`src/rtl/bk_ce_gen.sv`:
```
// -----------------------------------------------------------------------------
// bk_ce_gen
//
// Multi-channel clock-enable generator for the BK0010/BK0011M core. Each of
// NCH channels divides clk_sys by a runtime divisor and emits two one-cycle
// enables per period:
//   ce_p : fires on the cycle after the counter sits at 0 (period start)
//   ce_n : fires on the cycle after the counter sits at the phase value
// A new divisor/phase is only adopted on the wrap edge of the current period,
// and only if that channel's hold input is low. Every period is therefore
// either entirely old or entirely new, so a turbo switch never splits a bus
// cycle.
//
// Ports
//   clk_sys  in   system clock, all logic on the rising edge
//   reset    in   synchronous, active-high reset
//   div_i    in   NCH*DIVW  per-channel period minus 1, channel i at [i*DIVW +: DIVW]
//   phase_i  in   NCH*DIVW  per-channel counter value at which ce_n fires
//   run      in   NCH       channel enable; low parks the counter at 0
//   hold     in   NCH       defer divisor/phase reload while high
//   resync   in   1         one-cycle pulse: restart all running counters at 0
//   ce_p     out  NCH       positive-phase enable, one clk_sys wide
//   ce_n     out  NCH       negative-phase enable, one clk_sys wide
//   pend     out  NCH       presented div_i/phase_i not yet adopted
// -----------------------------------------------------------------------------
module bk_ce_gen #(
  parameter int NCH  = 4,
  parameter int DIVW = 6
) (
  input  logic                clk_sys,
  input  logic                reset,
  input  logic [NCH*DIVW-1:0] div_i,
  input  logic [NCH*DIVW-1:0] phase_i,
  input  logic [NCH-1:0]      run,
  input  logic [NCH-1:0]      hold,
  input  logic                resync,
  output logic [NCH-1:0]      ce_p,
  output logic [NCH-1:0]      ce_n,
  output logic [NCH-1:0]      pend
);

  for (genvar g = 0; g < NCH; g++) begin : g_ch

    // Presented (requested) settings for this channel.
    logic [DIVW-1:0] div_w;
    logic [DIVW-1:0] ph_w;

    // Active state: position in the period and the settings in force.
    logic [DIVW-1:0] cnt_q;
    logic [DIVW-1:0] act_div_q;
    logic [DIVW-1:0] act_ph_q;

    // Next-state values.
    logic [DIVW-1:0] cnt_d;
    logic [DIVW-1:0] act_div_d;
    logic [DIVW-1:0] act_ph_d;

    logic            wrap;
    logic            load;

    logic            ce_p_q;
    logic            ce_n_q;
    logic            pend_q;

    assign div_w = div_i[g*DIVW +: DIVW];
    assign ph_w  = phase_i[g*DIVW +: DIVW];

    always_comb begin
      wrap      = (cnt_q == act_div_q);
      // A parked channel tracks its inputs continuously; a running channel
      // only adopts them on the wrap edge, and only when not held off.
      load      = !run[g] || (wrap && !hold[g]);
      act_div_d = act_div_q;
      act_ph_d  = act_ph_q;
      if (load) begin
        act_div_d = div_w;
        act_ph_d  = ph_w;
      end

      cnt_d = cnt_q + DIVW'(1);
      if (!run[g] || wrap || resync) begin
        cnt_d = '0;
      end
    end

    always_ff @(posedge clk_sys) begin
      if (reset) begin
        cnt_q     <= '0;
        act_div_q <= div_w;
        act_ph_q  <= ph_w;
        ce_p_q    <= 1'b0;
        ce_n_q    <= 1'b0;
        pend_q    <= 1'b0;
      end else begin
        cnt_q     <= cnt_d;
        act_div_q <= act_div_d;
        act_ph_q  <= act_ph_d;
        // Enables come from the counter value before this edge's update,
        // so a resync pulse does not suppress or add an enable this cycle.
        ce_p_q    <= run[g] && (cnt_q == '0);
        ce_n_q    <= run[g] && (cnt_q == act_ph_q);
        // Status reflects the settings that are in force after this edge.
        pend_q    <= run[g] && ((div_w != act_div_d) || (ph_w != act_ph_d));
      end
    end

    assign ce_p[g] = ce_p_q;
    assign ce_n[g] = ce_n_q;
    assign pend[g] = pend_q;

  end : g_ch

endmodule

```
`config.mk`:
```
export PLATFORM = sky130hd
export DESIGN_NAME = bk_ce_gen
export DESIGN_NICKNAME = d
export VERILOG_FILES = /design/src/rtl/bk_ce_gen.sv
export SDC_FILE = /design/constraint.sdc
export NUM_CORES = 1
export LEC_CHECK = 0
export CAP_MARGIN = 20
export CORE_MARGIN = 1.5
export CORE_UTILIZATION = 48
export DETAILED_ROUTE_END_ITERATION = 7
export PLACE_DENSITY_LB_ADDON = 0.25
export SYNTH_ARGS = -nofsm -noshare
export SYNTH_HDL_FRONTEND = slang
export SYNTH_SLANG_ARGS = --single-unit
```
`constraint.sdc`:
```
create_clock -name clk_sys -period 1.6 [get_ports clk_sys]
set_input_delay 0.32 -clock clk_sys [delete_from_list [all_inputs] [get_ports clk_sys]]
set_output_delay 0.32 -clock clk_sys [all_outputs]
set_load 0.01 [all_outputs]
```
After elaboration in Yosys (flattened, before gate mapping)
Index checks and enable logic that the tools add are counted.
- logic and storage cells: 108
- bits of input ports: 59
- flip-flop bits (word level): 84
- equality and inequality tests: 16
- $add $sub $neg: 4
- reductions and logical operators: 48
- mux-type cells: 16
- operators with widths (operator ; number):
    6-bit 2-to-1 mux ; 16
    6-bit equality test ; 8
    6-bit != test ; 8
    6-bit by 1-bit adder with 6-bit output (second input constant) ; 4
    6-bit zero test ; 4
    1-bit logical AND ; 16
    1-bit logical OR ; 16
    1-bit zero test ; 8
    2-bit OR reduction ; 4

Longest topological paths before layout
- depth after elaboration: 7
- depth in mapped cells: 6
- depth with buffers taken out: 4

Worst setup path before layout
Ideal clock, no wire load.
- kind: flip-flop to flip-flop
- start: register g_ch[3].cnt_q[3]
- end: register g_ch[3].act_div_q[0]
- arrival: 1471 ps
- data required time: 1479 ps
- setup slack: 8 ps
- stages on the path, launching flop included: 7
- library setup time: 121 ps
- cells stage by stage: dfxtp_1 buf_2 xnor2_1 nand4_1 o31a_1 buf_6 mux2_4
- longest elaborated chain between the ends: 5
- ends and longest elaborated chain (what ; line ; source):
    start: declaration ; 49 ; logic [DIVW-1:0] cnt_q;
    start signal: assignment ; 95 ; cnt_q <= cnt_d;
    6-bit equality test ; 69 ; wrap = (cnt_q == act_div_q);
    1-bit logical AND ; 72 ; load = !run[g] || (wrap && !hold[g]);
    1-bit logical OR ; 72 ;
    6-bit 2-to-1 mux ; 75 ; if (load) begin
    6-bit 2-to-1 mux ; 87 ; if (reset) begin
    end signal: assignment ; 89 ; act_div_q <= div_w;
    end signal: assignment ; 96 ; act_div_q <= act_div_d;
    end: declaration ; 50 ; logic [DIVW-1:0] act_div_q;
Every way passes these cells.
A chain may end at the register's enable or synchronous reset.

Worst setup path after layout
- start: register g_ch[1].cnt_q[2]
- end: register g_ch[1].act_div_q[0]
- longest elaborated chain between the ends: 5
- ends and longest elaborated chain (what ; line):
    start: declaration ; 49
    start signal: assignment ; 95
    6-bit equality test ; 69
    1-bit logical AND ; 72
    1-bit logical OR ; 72
    6-bit 2-to-1 mux ; 75
    6-bit 2-to-1 mux ; 87
    end signal: assignment ; 89
    end signal: assignment ; 96
    end: declaration ; 50
Every way passes these cells.

==> summary.txt <==
Run status
  • Result of the run: complete, no violations

Logic synthesis
  • Number of flops mapped to enable cells by yosys: 0
  • Post-Synth Simple-Gate Area: 0.106
  • Leading register cell type out of synthesis: dfxtp_1
  • Synth unique cells: 23
  • Multiplexer area fraction after synthesis: 0.161
  • Cells taking the most area after synthesis: dfxtp_1 (40%), xor2_1 (14%), mux2_4 (13%)
  • Leading cell type by number of instances after synthesis: dfxtp_1
  • Nets in the synthesized netlist: ~450
  • Post-synth ARST share: 0
  • Register bit total from synthesis: between 80 and 90
  • Synthesized-area fraction occupied by xor and xnor cells: 0.234
  • Adder-cell area share of the yosys netlist: 0.0239
  • Cell area after synthesis: between 0.004 and 0.005 mm²
  • Dominant cell type by area after synthesis: dfxtp_1
  • Complex-gate fraction of the synthesized area: 0.0155
  • Largest family of logic cells by synthesized area: XOR/XNOR gates
  • Top post-synthesis cells by count: dfxtp_1 (84), xor2_1 (68), xnor2_1 (44)
  • Fraction of the yosys area taken by sequential cells: 0.401
  • Syn Inst Count: ~390
  • Area share of the largest cell type after synthesis: 0.401
  • Average size of a mapped cell: about 11 µm²
  • Count of yosys warnings during synthesis: 0

Clock tree
  • Maximum count of clock buffers along a single path: 2
  • Clock tree from TritonCTS: done
  • Post-CTS Repair Setup Buffers: 0
  • Buffer type at the clock tree root: clkbuf_8
  • Hold Buf Count CTS: 0
  • Number of clock sinks: between 80 and 90
  • Inserted Clock Buffers: 9
  • Clock transition at the register clock pins on the worst setup and hold paths after CTS: about 0.080 ns
  • Clk Latency, worst-skew pair: 0.34 ns
  • Level count of the clock H-tree: 3

Min path
  • Hold Crit Class: reg2reg
  • Hold path depth: 1

Power and ir drop
  • Maximum VDD drop: 501 µV
  • Power density relative to cell area: between 800 and 900 mW/mm²
  • Leakage component of the power: 2.24 nW

Routing
  • Drt total wl: between 7 and 8 mm
  • DRC violations left: 0
  • Vias: ~2900
  • Starting DRT DRC Count: 32
  • Routed vias/inst: 4.80
  • WL per Instance: between 10 and 15 µm
  • Number of detailed-routing iterations run before antenna repair: 4
  • Antenna violation net count after detailed routing: 0

Cells and area
  • Non-filler cells in the finished layout: 598
  • Count of antenna diodes in the layout: 0
  • Post-route standard cell area excluding fillers: approximately 0.0055 mm²
  • Net count, final: between 500 and 600
  • Area growth from synthesis to final layout: 31.0%
  • Proportion of layout cells with a drive suffix above 1: 0.266

Timing
  • Total count of hold-check failures in the final report: 0
  • Final critical-path share of the clock period: 0.969
  • Post-route clock skew: 0.00719 ns
  • Minimum clock period: ~1.6 ns
  • Max-slew violation total from the final report: 0
  • Transition time at the pin with the least slew margin: between 0.5 and 0.6 ns
  • Max Fclk: between 0.6 and 0.7 GHz
  • Final total negative setup slack: 0 ns
  • Slack of the critical path: between 0.04 and 0.05 ns
  • Worst-case headroom to the max-slew limit: 0.651
  • Hold_ws: between 0.5 and 0.6 ns
  • Setup repair after global routing missed its margin: true
  • Number of setup violations in the final report: 0

Setup path
  • Worst stage delay on the critical path: 0.35 ns
  • Nature of the critical path endpoint: flop
  • Data arrival, critical path: 1.78 ns
  • Launching element type of the critical path: flop
  • Crit-path slowest cell: dfxtp_2
  • Data required time at the worst endpoint: approximately 1.8 ns
  • Depth of the worst register-to-register path: 5
  • Setup Crit Path Kind: reg2reg
  • Sequence of cells on the critical path: xnor2_2, nand4_1, o31a_1, buf_12, mux2_4
  • Critical Path Fanout Max: 13

Floorplanning
  • Cell Rows: 33
  • Initial Utilization: 0.503
  • Area of the die: just over 0.009 mm²
  • Die Width: 96.4 µm
  • Core region area: around 0.0083 mm²
  • I/O pin count: just over 70
  • Die extent in y: between 90 and 100 µm

GRT
  • Global-route track usage on met2: 0.318
  • Met3 routing resource usage after global routing: 0.0532
  • Grt met1 use: 0.209
  • Pin count of the biggest net entering global routing: 14
  • Number of global-route vias before repair: between 3000 and 4000
  • Total track usage: 0.184
  • Global-route wire length before repair: approximately 13 mm
  • Number of antenna violations at the first check in global routing: 0
  • Busiest grt layer: met2
  • Total congestion overflow after global routing: 0

Placement
  • Routability Congestion: approximately 0.85
  • Instance area at placement: around 0.0052 mm²
  • Post-Place Worst Slack: -0.286 ns
  • Instance count after placement with tap cells included: just under 600
  • DP Wirelength: 6.25 mm
  • Number of port buffers: 70

Flow run
  • Max-cap viol count: 0
-- metal layers --
metal	up-vias	wire length (µm)
li1	1480	-
met1	1316	3500
met2	56	3940
met3	18	296
met4	0	178
met5	-	0
-- what timing repair did --
item,CTS,global route
pin swaps,2,6
gates resized for setup,1,20
endpoints found under the setup margin,20,41
-- power breakdown --
group | internal, W | switching [W] | total (W)
Combinational | 0.000525 | 0.000270 | 0.000794
Sequential | 0.00222 | 0.000130 | 0.00235
Clock | 0.000651 | 0.000726 | 0.00138
-- worst max-delay path: cells and delay by family, from the launching register on --
family / cells / cell delay, ns
AO/OA/AOI/OAI: 1 / 0.31
XOR/XNOR: 1 / 0.16
buffers and inverters: 1 / 0.16
flip-flops: 1 / 0.35
multiplexers: 1 / 0.29
AND/OR/NAND/NOR: 1 / 0.16
-- state kept, by name, indices dropped and copies added, names as in the netlist --
register and count:
g_ch.act_div_q 24, g_ch.act_ph_q 24, g_ch.cnt_q 24, g_ch.ce_n_q 4
g_ch.ce_p_q 4, g_ch.pend_q 4
-- layout by cell type (no fill, tap or decap) --
master	Yosys	routed
xor2_1	68	68
ha_1	8	8
and3_1	4	4
clkbuf_1	1	2
nor2b_1	4	4
nand2_1	6	6
dfxtp_1	84	70
nand4_1	8	8
buf_4	12	44
buf_12	0	4
and2_1	4	4
xnor2_1	44	37
clkinv_4	0	1
nor4_1	20	20
xnor2_2	0	7
nand3b_1	2	2
clkinv_2	0	1
nand3_1	12	12
clkdlybuf4s50_1	0	70
mux2_4	36	36
mux2_2	12	12
inv_1	13	13
dfxtp_2	0	14
nor2_1	26	26
clkbuf_8	0	11
o211ai_1	4	4
o31a_1	4	4
clkinvlp_4	0	1
-- cells by family after synthesis --
family	after synthesis
fa+ha+maj	8
compound gates	8
simple gates	86
xor+xnor	112
flops	84
buf+inv	41
mux	48
-- cell type report --
type,instances,area [µm²]
Clock buffer,13,159
Clock inverter,3,21.3
Fill cell,670,2850
Inverter,13,48.8
Multi-Input combinational cell,262,2320
Sequential cell,84,1700
Tap cell,105,131
Timing Repair Buffer,118,1110
-- path summary, 6_finish.rpt --
kind	start	end	slack (ns)
min	g_ch[3].act_div_q[1]$_DFF_P_	g_ch[3].act_div_q[1]$_DFF_P_	0.53
max reg2reg	g_ch[1].cnt_q[2]$_SDFF_PP0_	g_ch[1].act_div_q[0]$_DFF_P_	0.05
max	g_ch[1].cnt_q[2]$_SDFF_PP0_	g_ch[1].act_div_q[0]$_DFF_P_	0.05
min reg2reg	g_ch[3].act_div_q[1]$_DFF_P_	g_ch[3].act_div_q[1]$_DFF_P_	0.53
-- per-stage QoR --
stage                     power (W)   util
after global routing        0.00475  0.658
after CTS                   0.00455  0.650
final                       0.00452  0.658
after detailed placement    0.00318  0.628
after global placement      0.00316  0.628
after floorplan             0.00283      -
(Power assumes the default switching activity.)
